===== src/rtl/mem_stage_sram_ctrl_pkg.sv =====
// Shared widths and FSM encoding for the memory-stage SRAM controller.
package mem_stage_sram_ctrl_pkg;
    localparam int WORD_WIDTH      = 32;
    localparam int REG_FILE_DEPTH  = 16;
    localparam int SRAM_DATA_WIDTH = 16;
    localparam int PHASE_CNT_WIDTH = 4;

    typedef enum logic [1:0] {
        ST_IDLE = 2'd0,
        ST_LOW  = 2'd1,
        ST_HIGH = 2'd2,
        ST_DONE = 2'd3
    } state_e;
endpackage


===== src/rtl/mem_stage_sram_ctrl_phase_counter.sv =====
// Phase counter: counts 0..LAST while enabled, flags the last cycle, wraps to 0 on it.
// Clear forces 0 so each phase starts from a known count.
module sram_phase_counter
    import mem_stage_sram_ctrl_pkg::*;
#(
    parameter int LAST = 1
) (
    input  logic clk,
    input  logic rst,
    input  logic clear,
    input  logic en,
    output logic tc
);
    localparam logic [PHASE_CNT_WIDTH-1:0] LAST_CNT = PHASE_CNT_WIDTH'(LAST);

    logic [PHASE_CNT_WIDTH-1:0] count_q, count_d;

    assign tc = en && (count_q == LAST_CNT);

    always_comb begin
        count_d = count_q;
        if (clear || tc) begin
            count_d = '0;
        end else if (en) begin
            count_d = count_q + 1'b1;
        end
    end

    always_ff @(posedge clk or posedge rst) begin
        if (rst) begin
            count_q <= '0;
        end else begin
            count_q <= count_d;
        end
    end
endmodule


===== src/rtl/mem_stage_sram_ctrl.sv =====
// Memory-stage load/store responder: each 32-bit access becomes two 16-bit SRAM phases.
// ready drops for 2*ACCESS_CYCLES+1 cycles per access; upstream freezes on ~ready.
module mem_stage_sram_ctrl
    import mem_stage_sram_ctrl_pkg::*;
#(
    parameter logic [WORD_WIDTH-1:0] BASE_ADDR       = 32'd1024,
    parameter int                    ACCESS_CYCLES   = 2,
    parameter int                    SRAM_ADDR_WIDTH = 18
) (
    input  logic                       clk,
    input  logic                       rst,
    input  logic                       mem_read,
    input  logic                       mem_write,
    input  logic [WORD_WIDTH-1:0]      address,
    input  logic [WORD_WIDTH-1:0]      write_data,
    output logic [WORD_WIDTH-1:0]      read_data,
    output logic                       ready,
    output logic [SRAM_ADDR_WIDTH-1:0] sram_addr,
    output logic [SRAM_DATA_WIDTH-1:0] sram_wdata,
    input  logic [SRAM_DATA_WIDTH-1:0] sram_rdata,
    output logic                       sram_we_n,
    output logic                       sram_oe_n
);
    localparam int IDX_W = SRAM_ADDR_WIDTH - 1;

    state_e                     state_q, state_d;
    logic                       op_wr_q, op_wr_d;
    logic [IDX_W-1:0]           idx_q, idx_d;
    logic [WORD_WIDTH-1:0]      wdata_q, wdata_d;
    logic [WORD_WIDTH-1:0]      read_data_q, read_data_d;
    logic [SRAM_ADDR_WIDTH-1:0] sram_addr_q, sram_addr_d;
    logic [SRAM_DATA_WIDTH-1:0] sram_wdata_q, sram_wdata_d;
    logic                       sram_we_n_q, sram_we_n_d;
    logic                       sram_oe_n_q, sram_oe_n_d;
    logic [WORD_WIDTH-1:0]      eff;
    logic                       req, in_phase, phase_tc;
    logic                       unused_eff_bits;

    assign req      = mem_read | mem_write;
    assign in_phase = (state_q == ST_LOW) || (state_q == ST_HIGH);
    assign eff      = address - BASE_ADDR;
    // Byte offset and bits above the SRAM window are dropped: out-of-range wraps.
    assign unused_eff_bits = ^{eff[WORD_WIDTH-1:SRAM_ADDR_WIDTH+1], eff[1:0]};

    assign ready      = ((state_q == ST_IDLE) && !req) || (state_q == ST_DONE);
    assign read_data  = read_data_q;
    assign sram_addr  = sram_addr_q;
    assign sram_wdata = sram_wdata_q;
    assign sram_we_n  = sram_we_n_q;
    assign sram_oe_n  = sram_oe_n_q;

    sram_phase_counter #(
        .LAST (ACCESS_CYCLES - 1)
    ) u_phase_cnt (
        .clk   (clk),
        .rst   (rst),
        .clear (!in_phase),
        .en    (in_phase),
        .tc    (phase_tc)
    );

    always_comb begin
        state_d     = state_q;
        op_wr_d     = op_wr_q;
        idx_d       = idx_q;
        wdata_d     = wdata_q;
        read_data_d = read_data_q;
        case (state_q)
            ST_IDLE: begin
                if (req) begin
                    state_d = ST_LOW;
                    op_wr_d = mem_write;
                    idx_d   = eff[SRAM_ADDR_WIDTH:2];
                    wdata_d = write_data;
                end
            end
            ST_LOW: begin
                if (phase_tc) begin
                    if (!op_wr_q) read_data_d[SRAM_DATA_WIDTH-1:0] = sram_rdata;
                    state_d = ST_HIGH;
                end
            end
            ST_HIGH: begin
                if (phase_tc) begin
                    if (!op_wr_q) read_data_d[WORD_WIDTH-1:SRAM_DATA_WIDTH] = sram_rdata;
                    state_d = ST_DONE;
                end
            end
            default: state_d = ST_IDLE;
        endcase

        // SRAM pins are registered from the next state so they align with the phase.
        sram_addr_d  = '0;
        sram_wdata_d = '0;
        sram_we_n_d  = 1'b1;
        sram_oe_n_d  = 1'b1;
        if ((state_d == ST_LOW) || (state_d == ST_HIGH)) begin
            sram_addr_d = {idx_d, state_d == ST_HIGH};
            sram_we_n_d = !op_wr_d;
            sram_oe_n_d = op_wr_d;
            if (op_wr_d) begin
                sram_wdata_d = (state_d == ST_HIGH) ? wdata_d[WORD_WIDTH-1:SRAM_DATA_WIDTH]
                                                    : wdata_d[SRAM_DATA_WIDTH-1:0];
            end
        end
    end

    always_ff @(posedge clk or posedge rst) begin
        if (rst) begin
            state_q      <= ST_IDLE;
            op_wr_q      <= 1'b0;
            idx_q        <= '0;
            wdata_q      <= '0;
            read_data_q  <= '0;
            sram_addr_q  <= '0;
            sram_wdata_q <= '0;
            sram_we_n_q  <= 1'b1;
            sram_oe_n_q  <= 1'b1;
        end else begin
            state_q      <= state_d;
            op_wr_q      <= op_wr_d;
            idx_q        <= idx_d;
            wdata_q      <= wdata_d;
            read_data_q  <= read_data_d;
            sram_addr_q  <= sram_addr_d;
            sram_wdata_q <= sram_wdata_d;
            sram_we_n_q  <= sram_we_n_d;
            sram_oe_n_q  <= sram_oe_n_d;
        end
    end
endmodule

===== config.mk =====
export PLATFORM = sky130hd
export DESIGN_NAME = mem_stage_sram_ctrl
export DESIGN_NICKNAME = d
export VERILOG_FILES = /design/src/rtl/mem_stage_sram_ctrl_pkg.sv /design/src/rtl/mem_stage_sram_ctrl_phase_counter.sv /design/src/rtl/mem_stage_sram_ctrl.sv
export SDC_FILE = /design/constraint.sdc
export NUM_CORES = 1
export LEC_CHECK = 0
export CAP_MARGIN = 15
export CORE_MARGIN = 2
export CORE_UTILIZATION = 45
export DETAILED_ROUTE_END_ITERATION = 16
export GPL_TIMING_DRIVEN = 0
export PLACE_DENSITY = 0.77
export SLEW_MARGIN = 20
export SYNTH_ARGS = -nofsm -noshare
export SYNTH_HDL_FRONTEND = slang
export SYNTH_SLANG_ARGS = --single-unit

===== constraint.sdc =====
create_clock -name clk -period 4.8 [get_ports clk]
set_input_delay 0.96 -clock clk [delete_from_list [all_inputs] [get_ports clk]]
set_output_delay 0.96 -clock clk [all_outputs]
set_load 0.02 [all_outputs]

==> results of run 1 <==
worst register-to-register path, stage by stage, from the launching register on:
cell                       delay [ns]
sky130_fd_sc_hd__dfrtp_1         0.42
sky130_fd_sc_hd__inv_1           0.13
sky130_fd_sc_hd__ha_1            0.30
sky130_fd_sc_hd__o21a_1          0.18
sky130_fd_sc_hd__buf_6           0.14
sky130_fd_sc_hd__buf_2           0.22
sky130_fd_sc_hd__buf_2           0.26
sky130_fd_sc_hd__nor2_1          0.09
sky130_fd_sc_hd__a31o_2          0.21
sky130_fd_sc_hd__ha_1            0.27
sky130_fd_sc_hd__buf_1           0.40
sky130_fd_sc_hd__o21bai_1        0.42
sky130_fd_sc_hd__clkbuf_1        0.47
sky130_fd_sc_hd__nor2b_1         0.12
area by class of cell:
| class | count | area (sq um) |
|---|---|---|
| Buffer | 19 | 98.84 |
| Timing Repair Buffer | 138 | 1399 |
| Inverter | 7 | 31.28 |
| Multi-Input combinational cell | 262 | 1917 |
| Fill cell | 908 | 3984 |
| Sequential cell | 124 | 3105 |
| Clock buffer | 22 | 464.2 |
| Clock inverter | 8 | 93.84 |
| Tap cell | 143 | 178.9 |
how the worst max path moves through the flow:
stage,to,start
6_report,sram_wdata[6],mem_write
3_3_place_gp,sram_addr[14],rst
4_1_cts,sram_wdata[6],mem_write
3_5_place_dp,sram_wdata[6],mem_write
2_1_floorplan,idx_q[0],rst
5_1_grt,sram_wdata[6],mem_write
per-stage QoR:
stage                     setup TNS, ns  total power, uW  instances  setup slack [ns]
after global routing                  0             5498        723            0.5915
final                                 0             5178        723            0.8242
after floorplan                       0             3105        412            0.5441
after global placement          -133.50             3907        692            -1.101
after detailed placement              0             4001        693            0.4071
after CTS                             0             5227        723            0.8036
metal layers:
| layer | global-route usage [%] | vias to the layer above | routed length, microns |
|---|---|---|---|
| li1 | - | 1713 | - |
| met1 | 24.58 | 1851 | 4878 |
| met2 | 34.19 | 118 | 6086 |
| met3 | 5.686 | 8 | 641 |
| met4 | 6.833 | 0 | 95 |
| met5 | 0 | - | 0 |
state kept, by name (all words and copies together) (netlist names):
| signal | cells |
|---|---|
| u_phase_cnt.count_q | 4 |
| wdata_q | 32 |
| state_q | 2 |
| sram_addr | 18 |
| sram_wdata | 16 |
| idx_q | 17 |
| op_wr_q | 1 |
| read_data | 32 |
| sram_oe_n | 1 |
| sram_we_n | 1 |
power groups by stage:
stage | registers, uW | logic (uW) | clock network [uW]
floorplan | 2010 | 1090 | 0
detailed placement | 1750 | 2250 | 0
CTS | 1740 | 2260 | 1220
global placement | 1720 | 2180 | 0
finish | 1740 | 2240 | 1210
global route | 1790 | 2420 | 1280
cell usage after synthesis (all sizes together) (2+ instances only):
cell and n:
nand2b 2, o21a 2, nor4 5, mux4 16, inv 7, dfstp 2
and2 2, nor2b 24, ha 9, nand3b 4, o21ai 2, clkbuf 11
nor3 9, nand2 100, xnor2 4, buf 8, a211oi 8, dfrtp 122
nor2 13, mux2 40, a21boi 2, and4 4, a21oi 5
logic make-up (layout without fill, tap and decap cells):
kind of cell    Yosys count  count (layout)  synth area share [%]
flops                   124             124                 60.33
simple gates            169             169                 15.43
buf+inv                  26             194                 2.431
mux                      56              56                 15.75
fa+ha+maj                 9               9                 2.188
xor+xnor                  4               4                0.6805
compound gates           24              24                 3.184
==> metrics.csv, run 1 <==
stage;metric;value;unit
outcome;run_status;finished clean;
sta;holdWs;0.4663;ns
synthesis;synth_fp_nets;505;
worst_setup_path;critPathMaxStageDelay;0.53;ns
clocking;postCtsSetupBuffers;0;
min_path;worstHoldEndpoint;idx_q[8];
final_layout;fin_util;64.66;%
clocking;h_tree_level_count;4;
sta;post-route-period-util;82.83;%
sta;max_freq;251.5;MHz
sta;final_max_slew_viols;0;
min_path;timing.hold.worst.start;idx_q[8];
worst_setup_path;crit_slowest_cell;sky130_fd_sc_hd__clkdlybuf4s50_1;
min_path;worst_hold_path.num_cells;2;
worst_setup_path;worst_setup_ep_type;flop;
clocking;worst_setup_hold_path_clk_slew;0.05;ns
clocking;clock_path_buffers;2;
worst_setup_path;critical-path-top-cell-by-count;sky130_fd_sc_hd__buf_2;
placed_design;buffers_added_on_ports;137;
synthesis;synth.distinct_cells;38;
floorplanning;starting_density_of_the_core;45.67;%
floorplanning;die_area;12310;sq um
clocking;post_cts_hold_buffer_count;0;
worst_setup_path;cp_num_cells;12;
floorplanning;ioPinCount;153;
clocking;cts_tree;done;
sta;rsz0062_at_grt;false;
floorplanning;row_count;39;
final_layout;mostFrequentLayoutCell;sky130_fd_sc_hd__clkdlybuf4s50_1;
synthesis;synthFlopType;sky130_fd_sc_hd__dfrtp_1;
drt;via_per_inst;5.104;
synthesis;synth_enable_flop_cells;0;
drt;post_drt_wl_per_cell;16.19;microns
final_layout;layout.cells.most_common_list;sky130_fd_sc_hd__clkdlybuf4s50_1, sky130_fd_sc_hd__dfrtp_1, sky130_fd_sc_hd__nand2_1, sky130_fd_sc_hd__mux2_2, sky130_fd_sc_hd__nor2b_1;
pwr;comb_power_share;43.2;%
pwr;intPower;3408;uW
sta;setup_skew_after_layout;0.009150;ns
sta;post-route-min-period;3.976;ns
synthesis;post_synth_main_area_contributors;sky130_fd_sc_hd__dfrtp_1, sky130_fd_sc_hd__mux2_2, sky130_fd_sc_hd__nand2_1;
placed_design;detailedPlacementHpwl;8.352;mm
grt;grt_antenna_before_repair;0;
worst_setup_path;arrival;4.24;ns
synthesis;post_synth.cell_area_avg;12.49;sq um
synthesis;asyncSetResetFlopFracSynth;100.0;%
final_layout;final_cell_area;7288;sq um
drt;drc_errors;0;
worst_setup_path;criticalPathCategory;input pin to flop;
placed_design;gp_congestion;0.7816;
placed_design;dpl_cell_area;6730;sq um
grt;grt_start_max_net_pins;70;
pwr;total_switching_power;1770;uW
final_layout;fin_nets;662;
pwr;p_seq_share;33.5;%
pwr;power.static_leakage;0.003222;uW
drt;drtPass1Iterations;5;
worst_setup_path;timing.critical_path.buf_inv;6;
synthesis;number_of_warning_messages_in_the_yosys_log;0;
pwr;cellPowerDensity;710.5;nW/um^2
final_layout;diodes;0;
drt;first_iter_violations;197;
clocking;cts_made_buffers;17;
sta;slew_headroom;44.26;%
synthesis;total_of_flip_flops_plus_latches_after_synthesis;124;
grt;global_route.overflow_total;0;
grt;grt_util_all_layers;20.03;%
min_path;worst_hold_path_type;flop to flop;
sta;report.final.setup_viol;0;
floorplanning;die_boundary_width;111.0;microns
clocking;clockRootBuffer;sky130_fd_sc_hd__clkbuf_16;
worst_setup_path;worst-path-max-fanout;10;
drt;detail-route-antenna-nets;0;
job;cap_viol_max_count;0;
pwr;swShare;34.19;%
sta;hold_viol_final;0;
synthesis;syn_area;5147;sq um
worst_setup_path;ordered_list_of_cells_on_the_worst_path;clkdlybuf4s50_1, o21a_1, buf_6, buf_2, buf_2, nor2_1, a31o_2, ha_1, buf_1, o21bai_1, clkbuf_1, nor2b_1;
worst_setup_path;crit_family;buffers and inverters;
clocking;worstSkewPairLatency;0.40;ns
worst_setup_path;worst-r2r-cell-count;13;
worst_setup_path;worst-endpoint-required;5.06;ns
synthesis;netlist.area_leader.share;59.31;%
floorplanning;coreArea;11270;sq um
sta;max_slew.worst_pin.slew;0.8305;ns
synthesis;syn_inst;412;
worst_setup_path;rr_endpoint;sram_wdata[6];
clocking;postCtsResizedCells;0;
final_layout;post_route_cells_drive_above_1_share;17.07;%
pwr;vdd_drop_max;0.0003163;V
drt;vias;3690;
grt;first_global_vias;3999;
worst_setup_path;setup.reg_to_reg.worst_slack;1.04;ns
grt;first_pass_grt_wire_length;19.34;mm
floorplanning;die_h;111.0;microns
clocking;clk_sinks;124;
worst_setup_path;timing.rr.start;state_q[0];
drt;drt_wl_total;11.70;mm
synthesis;synth_area_leader_cell;sky130_fd_sc_hd__dfrtp_1;
pwr;p_clk_share;23.3;%
worst_setup_path;cp-start-kind;input pin;
final_layout;area_delta_synth_final;41.59;%
synthesis;sequential_element_share_of_the_synthesized_area;60.33;%
Note: power is estimated with default switching activity, not from simulation.
==> run 2, diff against run 1 <==
==> constraint.sdc (replaced) <==
create_clock -name clk -period 3.7 [get_ports clk]
set_input_delay 0.74 -clock clk [delete_from_list [all_inputs] [get_ports clk]]
set_output_delay 0.74 -clock clk [all_outputs]
set_load 0.02 [all_outputs]
==> metrics.csv, run 2 (synthesis gave the netlist of run 1 again) <==
stage;metric;value;unit;change
outcome;run_status;finished clean;;unchanged
drt;drt_wl_total;11.62;mm;was 11.70 mm
grt;gr-usage-met3;5.905;%;was 5.686%
clocking;cts_tree;done;;unchanged
placed_design;pre_cts_slack;-0.4546;ns;was 0.4071 ns
worst_setup_path;worst-r2r-cell-count;12;;was 13
floorplanning;ioPinCount;153;;unchanged
worst_setup_path;crit_slowest_cell;sky130_fd_sc_hd__ha_1;;was sky130_fd_sc_hd__clkdlybuf4s50_1
floorplanning;coreArea;11270;sq um;unchanged
grt;gr-usage-met1;25.86;%;was 24.58%
sta;rsz0062_at_grt;false;;unchanged
grt;first_global_vias;3942;;was 3999
drt;first_iter_violations;175;;was 197
clocking;clockRootBuffer;sky130_fd_sc_hd__clkbuf_16;;unchanged
sta;max_slew.worst_pin.slew;0.8226;ns;was 0.8305 ns
final_layout;mostFrequentLayoutCell;sky130_fd_sc_hd__clkdlybuf4s50_1;;unchanged
pwr;cellPowerDensity;931.5;nW/um^2;was 710.5 nW/um^2
grt;grt_most_used_layer;met2;;unchanged
sta;timing.final.ws_setup;0.2460;ns;was 0.8242 ns
worst_setup_path;timing.rr.start;state_q[0];;unchanged
sta;report.final.setup_viol;0;;unchanged
worst_setup_path;worst-path-max-fanout;10;;unchanged
worst_setup_path;worst-endpoint-required;3.98;ns;was 5.06 ns
final_layout;post_route_cells_drive_above_1_share;18.49;%;was 17.07%
final_layout;layout.cells.most_common_list;sky130_fd_sc_hd__clkdlybuf4s50_1, sky130_fd_sc_hd__dfrtp_1, sky130_fd_sc_hd__nand2_1, sky130_fd_sc_hd__mux2_2, sky130_fd_sc_hd__nor2b_1;;unchanged
worst_setup_path;criticalPathCategory;flop to flop;;was input pin to flop
grt;grt_antenna_before_repair;0;;unchanged
clocking;clk_sinks;124;;unchanged
placed_design;buffers_added_on_ports;137;;unchanged
sta;hold_viol_final;0;;unchanged
grt;globalRouteMet2Util;32.76;%;was 34.19%
sta;setup_skew_after_layout;0.005127;ns;was 0.009150 ns
floorplanning;die_boundary_width;111.0;microns;unchanged
drt;drtPass1Iterations;4;;was 5
drt;detail-route-antenna-nets;0;;unchanged
grt;first_pass_grt_wire_length;19.46;mm;was 19.34 mm
drt;via_per_inst;5.050;;was 5.104
worst_setup_path;rr_endpoint;sram_wdata[6];;unchanged
worst_setup_path;arrival;3.73;ns;was 4.24 ns
clocking;h_tree_level_count;4;;unchanged
floorplanning;die_area;12310;sq um;unchanged
grt;grt_start_max_net_pins;35;;was 70
sta;post-route-min-period;3.454;ns;
worst_setup_path;cp_num_cells;12;;unchanged
worst_setup_path;crit_family;buffers and inverters;;unchanged
worst_setup_path;setup.reg_to_reg.worst_slack;0.25;ns;was 1.04 ns
floorplanning;starting_density_of_the_core;45.67;%;unchanged
sta;post-route-period-util;93.35;%;
worst_setup_path;cp-start-kind;flop;;was input pin
worst_setup_path;timing.critical_path.buf_inv;5;;was 6
floorplanning;die_h;111.0;microns;unchanged
drt;drc_errors;0;;unchanged
pwr;power.static_leakage;0.003291;uW;was 0.003222 uW
min_path;worst_hold_path_type;flop to flop;;unchanged
worst_setup_path;crit_path_end;sram_wdata[6];;unchanged
placed_design;detailedPlacementHpwl;8.534;mm;was 8.352 mm
clocking;post_cts_hold_buffer_count;0;;unchanged
clocking;cts_made_buffers;17;;unchanged
worst_setup_path;ordered_list_of_cells_on_the_worst_path;inv_1, ha_1, o21a_1, buf_6, buf_2, buf_2, nor2_1, a31o_2, ha_1, o21bai_1, clkbuf_2, nor2b_1;;was clkdlybuf4s50_1, o21a_1, buf_6, buf_2, buf_2, nor2_1, a31o_2, ha_1, buf_1, o21bai_1, clkbuf_1, nor2b_1
sta;slew_headroom;44.79;%;was 44.26%
grt;global_route.overflow_total;0;;unchanged
final_layout;diodes;0;;unchanged
sta;holdWs;0.4724;ns;was 0.4663 ns
worst_setup_path;worstSetupStartpoint;state_q[0];;was mem_write
clocking;clock_path_buffers;2;;unchanged
sta;max_freq;289.5;MHz;
placed_design;dpl_cell_area;6797;sq um;was 6730 sq um
worst_setup_path;worst_setup_ep_type;flop;;unchanged
final_layout;final_cell_area;7435;sq um;was 7288 sq um
final_layout;fin_nets;664;;was 662
sta;final_max_slew_viols;0;;unchanged
clocking;postCtsSetupBuffers;0;;unchanged
worst_setup_path;critPathMaxStageDelay;0.51;ns;was 0.53 ns
sta;finalSetupTns;0;ns;unchanged
floorplanning;row_count;39;;unchanged
drt;post_drt_wl_per_cell;15.98;microns;was 16.19 microns
clocking;worst_setup_hold_path_clk_slew;0.05;ns;about the same
drt;vias;3671;;was 3690
final_layout;area_delta_synth_final;44.43;%;was 41.59%
grt;grt_util_all_layers;20.19;%;was 20.03%
final_layout;fillCellCount;869;;was 908
clocking;worstSkewPairLatency;0.40;ns;about the same
pwr;vdd_drop_max;0.0004579;V;was 0.0003163 V
placed_design;gp_congestion;0.7855;;was 0.7816
job;cap_viol_max_count;0;;unchanged
[run 2: changes by cell type in the layout (fill, tap and decap cells not counted)]
cell,delta
sky130_fd_sc_hd__bufinv_16,+3
sky130_fd_sc_hd__buf_1,-1
sky130_fd_sc_hd__clkbuf_8,-1
sky130_fd_sc_hd__clkinv_2,+1
sky130_fd_sc_hd__inv_6,-1
sky130_fd_sc_hd__clkbuf_2,+2
sky130_fd_sc_hd__clkinvlp_4,+2
sky130_fd_sc_hd__clkbuf_1,-4
sky130_fd_sc_hd__buf_12,+2
sky130_fd_sc_hd__buf_16,+1
[run 2: layout make-up]
cell class                 count  area (sq um)  share of cell area [%]
buffer                        18         97.59                   1.313
clock buffer                  19         442.9                   5.958
clock inverter                13         196.4                   2.642
inverter                       7         30.03                  0.4039
multi-input combinational    262          1917                   25.78
sequential                   124          3105                   41.77
tap                          143         178.9                   2.407
timing repair buffer         141          1466                   19.72
[run 2: through the flow]
stage	std cells	power, uW	util [%]
after floorplan	412	4028	-
after global placement	692	5067	59.45
after detailed placement	696	5190	60.30
after CTS	728	7007	65.98
after global routing	727	7348	65.96
final	727	6925	65.96
[run 2: timing repair]
item,CTS,global route
pin swaps,0,0
gates cloned,0,0
resized for setup,1,2
endpoints found under the setup margin,9,11
[run 2: worst min path at each step]
stage / from / to / slack, ns / cells past startpoint
floorplan: idx_q[8] / idx_q[8] / 0.44 / 2
global placement: wdata_q[5] / wdata_q[5] / 0.45 / 2
detailed placement: wdata_q[1] / wdata_q[1] / 0.46 / 2
CTS: wdata_q[1] / wdata_q[1] / 0.48 / 2
global route: wdata_q[4] / wdata_q[4] / 0.50 / 2
finish: wdata_q[13] / wdata_q[13] / 0.47 / 2
[run 2: routing by layer]
metal | up-vias | share of wire (%)
met3 | 12 | 5.5
met4 | 0 | 1.7
met1 | 1812 | 43
met2 | 121 | 50
met5 | - | 0
li1 | 1726 | -
[run 2: worst register-to-register path: cells and delay by family, from the launching register on]
kind                     cells  cell delay [ns]
AO/OA/AOI/OAI                3             0.78
adder cells (fa/ha/maj)      2             0.82
buffers and inverters        5             1.11
flip-flops                   1             0.42
AND/OR/NAND/NOR              2             0.19
[run 2: power by group]
group | internal (uW) | switching [uW] | total, uW
sequential | 1990 | 264 | 2250
combinational | 1430 | 1470 | 2900
clock | 1210 | 567 | 1770
total | 4620 | 2300 | 6930
==> run 3, diff against run 2 <==
==> constraint.sdc (replaced) <==
create_clock -name clk -period 3.58 [get_ports clk]
set_input_delay 0.716 -clock clk [delete_from_list [all_inputs] [get_ports clk]]
set_output_delay 0.716 -clock clk [all_outputs]
set_load 0.02 [all_outputs]
==> metrics.csv, run 3 (synthesis gave the netlist of run 1 again) <==
stage;metric;value;unit;change
final_layout;fin_nets;664;;unchanged
clocking;cts_tree;done;;unchanged
clocking;worst_setup_hold_path_clk_slew;0.05;ns;about the same
floorplanning;die_h;111.0;microns;unchanged
worst_setup_path;worst-path-max-fanout;10;;unchanged
worst_setup_path;crit_path_end;sram_wdata[5];;was sram_wdata[6]
worst_setup_path;crit_slowest_cell;sky130_fd_sc_hd__clkdlybuf4s50_1;;was sky130_fd_sc_hd__ha_1
worst_setup_path;timing.rr.start;state_q[0];;unchanged
floorplanning;starting_density_of_the_core;45.67;%;unchanged
drt;drtPass1Iterations;4;;unchanged
pwr;comb_power_share;41.9;%;about the same
worst_setup_path;worst_setup_ep_type;flop;;unchanged
worst_setup_path;arrival;3.65;ns;was 3.73 ns
worst_setup_path;criticalPathCategory;input pin to flop;;was flop to flop
final_layout;diodes;0;;unchanged
floorplanning;ioPinCount;153;;unchanged
clocking;clock_path_buffers;2;;unchanged
drt;drt_wl_total;11.62;mm;about the same
grt;grt_start_max_net_pins;35;;unchanged
job;cap_viol_max_count;0;;unchanged
pwr;intPower;4786;uW;was 4625 uW
min_path;worst_hold_path_type;flop to flop;;unchanged
sta;finalSetupTns;0;ns;unchanged
floorplanning;die_boundary_width;111.0;microns;unchanged
pwr;vdd_drop_max;0.0004734;V;was 0.0004579 V
pwr;p_clk_share;25.6;%;about the same
clocking;worstSkewPairLatency;0.40;ns;about the same
sta;post-route-period-util;94.30;%;
floorplanning;die_area;12310;sq um;unchanged
grt;global_route.overflow_total;0;;unchanged
worst_setup_path;ordered_list_of_cells_on_the_worst_path;clkdlybuf4s50_1, o21a_1, buf_6, buf_2, buf_2, nor2_1, a31o_2, ha_1, clkbuf_1, clkbuf_2, mux4_2, nor2b_1;;was inv_1, ha_1, o21a_1, buf_6, buf_2, buf_2, nor2_1, a31o_2, ha_1, o21bai_1, clkbuf_2, nor2b_1
min_path;timing.hold.worst.start;wdata_q[13];;unchanged
final_layout;mostFrequentLayoutCell;sky130_fd_sc_hd__clkdlybuf4s50_1;;unchanged
pwr;cellPowerDensity;963.0;nW/um^2;was 931.5 nW/um^2
grt;first_global_vias;3942;;unchanged
sta;setup_skew_after_layout;0.005045;ns;was 0.005127 ns
clocking;postCtsSetupBuffers;0;;unchanged
final_layout;fin_util;65.99;%;was 65.96%
clocking;h_tree_level_count;4;;unchanged
clocking;clockRootBuffer;sky130_fd_sc_hd__clkbuf_16;;unchanged
pwr;report.power.total;7163;uW;was 6925 uW
worst_setup_path;cp-start-kind;input pin;;was flop
worst_setup_path;setup.reg_to_reg.worst_slack;0.23;ns;was 0.25 ns
placed_design;gp_congestion;0.7855;;unchanged
sta;slew_headroom;44.79;%;about the same
sta;max_slew.worst_pin.slew;0.8226;ns;about the same
sta;rsz0062_at_grt;false;;unchanged
worst_setup_path;critical-path-top-cell-by-count;sky130_fd_sc_hd__buf_2;;
worst_setup_path;cp_num_cells;12;;unchanged
sta;hold_viol_final;0;;unchanged
drt;vias;3665;;was 3671
final_layout;layout.cells.most_common_list;sky130_fd_sc_hd__clkdlybuf4s50_1, sky130_fd_sc_hd__dfrtp_1, sky130_fd_sc_hd__nand2_1, sky130_fd_sc_hd__mux2_2, sky130_fd_sc_hd__nor2b_1;;unchanged
floorplanning;row_count;39;;unchanged
grt;grt_util_all_layers;20.19;%;unchanged
sta;final_max_slew_viols;0;;unchanged
worst_setup_path;crit_family;buffers and inverters;;unchanged
worst_setup_path;worst-endpoint-required;3.86;ns;was 3.98 ns
drt;first_iter_violations;175;;unchanged
worst_setup_path;rr_endpoint;sram_wdata[5];;was sram_wdata[6]
worst_setup_path;worst-r2r-cell-count;13;;was 12
placed_design;buffers_added_on_ports;137;;unchanged
final_layout;post_route_cells_drive_above_1_share;18.66;%;was 18.49%
grt;grt_antenna_before_repair;0;;unchanged
pwr;p_seq_share;32.5;%;about the same
drt;post_drt_wl_per_cell;15.98;microns;about the same
floorplanning;coreArea;11270;sq um;unchanged
worst_setup_path;critPathMaxStageDelay;0.47;ns;was 0.51 ns
clocking;cts_made_buffers;17;;unchanged
worst_setup_path;timing.critical_path.buf_inv;6;;was 5
pwr;swShare;33.19;%;was 33.22%
placed_design;detailedPlacementHpwl;8.534;mm;unchanged
drt;via_per_inst;5.041;;was 5.050
clocking;clk_sinks;124;;unchanged
sta;max_freq;296.2;MHz;
pwr;power.static_leakage;0.003291;uW;about the same
grt;first_pass_grt_wire_length;19.46;mm;unchanged
outcome;run_status;finished clean;;unchanged
final_layout;area_delta_synth_final;44.51;%;was 44.43%
drt;detail-route-antenna-nets;0;;unchanged
pwr;total_switching_power;2377;uW;was 2301 uW
worst_setup_path;worstSetupStartpoint;mem_write;;was state_q[0]
sta;post-route-min-period;3.376;ns;
drt;drc_errors;0;;unchanged
sta;report.final.setup_viol;0;;unchanged
==> run 3: power groups by stage <==
stage / Combinational [uW] / Sequential, uW / Clock, uW
6_report: 3000 / 2330 / 1830
3_3_place_gp: 2920 / 2310 / 0
3_5_place_dp: 3020 / 2350 / 0
4_1_cts: 3040 / 2330 / 1880
5_1_grt: 3240 / 2400 / 1960
2_1_floorplan: 1470 / 2700 / 0
==> run 3: metal layers <==
metal | part of all wire (%) | routed length, microns | vias up | global-route usage [%]
li1 | - | - | 1725 | -
met1 | 43 | 4965 | 1810 | 25.86
met2 | 50 | 5827 | 118 | 32.76
met3 | 5.4 | 631 | 12 | 5.905
met4 | 1.7 | 195 | 0 | 7.667
met5 | 0 | 0 | - | 0
==> run 3: area by class of cell <==
type | count | area [sq um]
Sequential cell | 124 | 3105
Fill cell | 867 | 3834
Clock buffer | 19 | 442.9
Timing Repair Buffer | 141 | 1466
Inverter | 7 | 30.03
Multi-Input combinational cell | 262 | 1921
Clock inverter | 13 | 196.4
Buffer | 18 | 97.59
Tap cell | 143 | 178.9
==> run 3: through the flow <==
step / setup WS [ns] / cell area, sq um / hold WS (ns) / instances
after CTS: 0.001992 / 7441 / 0.4759 / 728
after floorplan: 0.6110 / 5151 / 0.4394 / 412
after detailed placement: -0.5506 / 6797 / 0.4621 / 696
after global placement: -0.5528 / 6701 / 0.4522 / 692
after global routing: 0.04318 / 7438 / 0.5009 / 727
final: 0.2039 / 7438 / 0.4724 / 727
==> run 3: worst min-delay path by stage <==
stage / endpoint / slack, ns / cells past startpoint
final: wdata_q[13] / 0.47 / 2
after global routing: wdata_q[4] / 0.50 / 2
after CTS: wdata_q[1] / 0.48 / 2
after detailed placement: wdata_q[1] / 0.46 / 2
after global placement: wdata_q[5] / 0.45 / 2
after floorplan: idx_q[8] / 0.44 / 2
==> run 3: worst min-delay path, cell delays in order, from the launching register on <==
cell                      delay (ns)
sky130_fd_sc_hd__dfrtp_1        0.34
sky130_fd_sc_hd__nand2_1        0.05
sky130_fd_sc_hd__nand2_1        0.05
==> run 3: repair_timing <==
item / 4_1_cts / 5_1_grt
cloned: 0 / 0
hold buffers: 0 / 0
resized for setup: 2 / 2
endpoints found under the setup margin: 11 / 12
hold endpoints to repair: 0 / 0
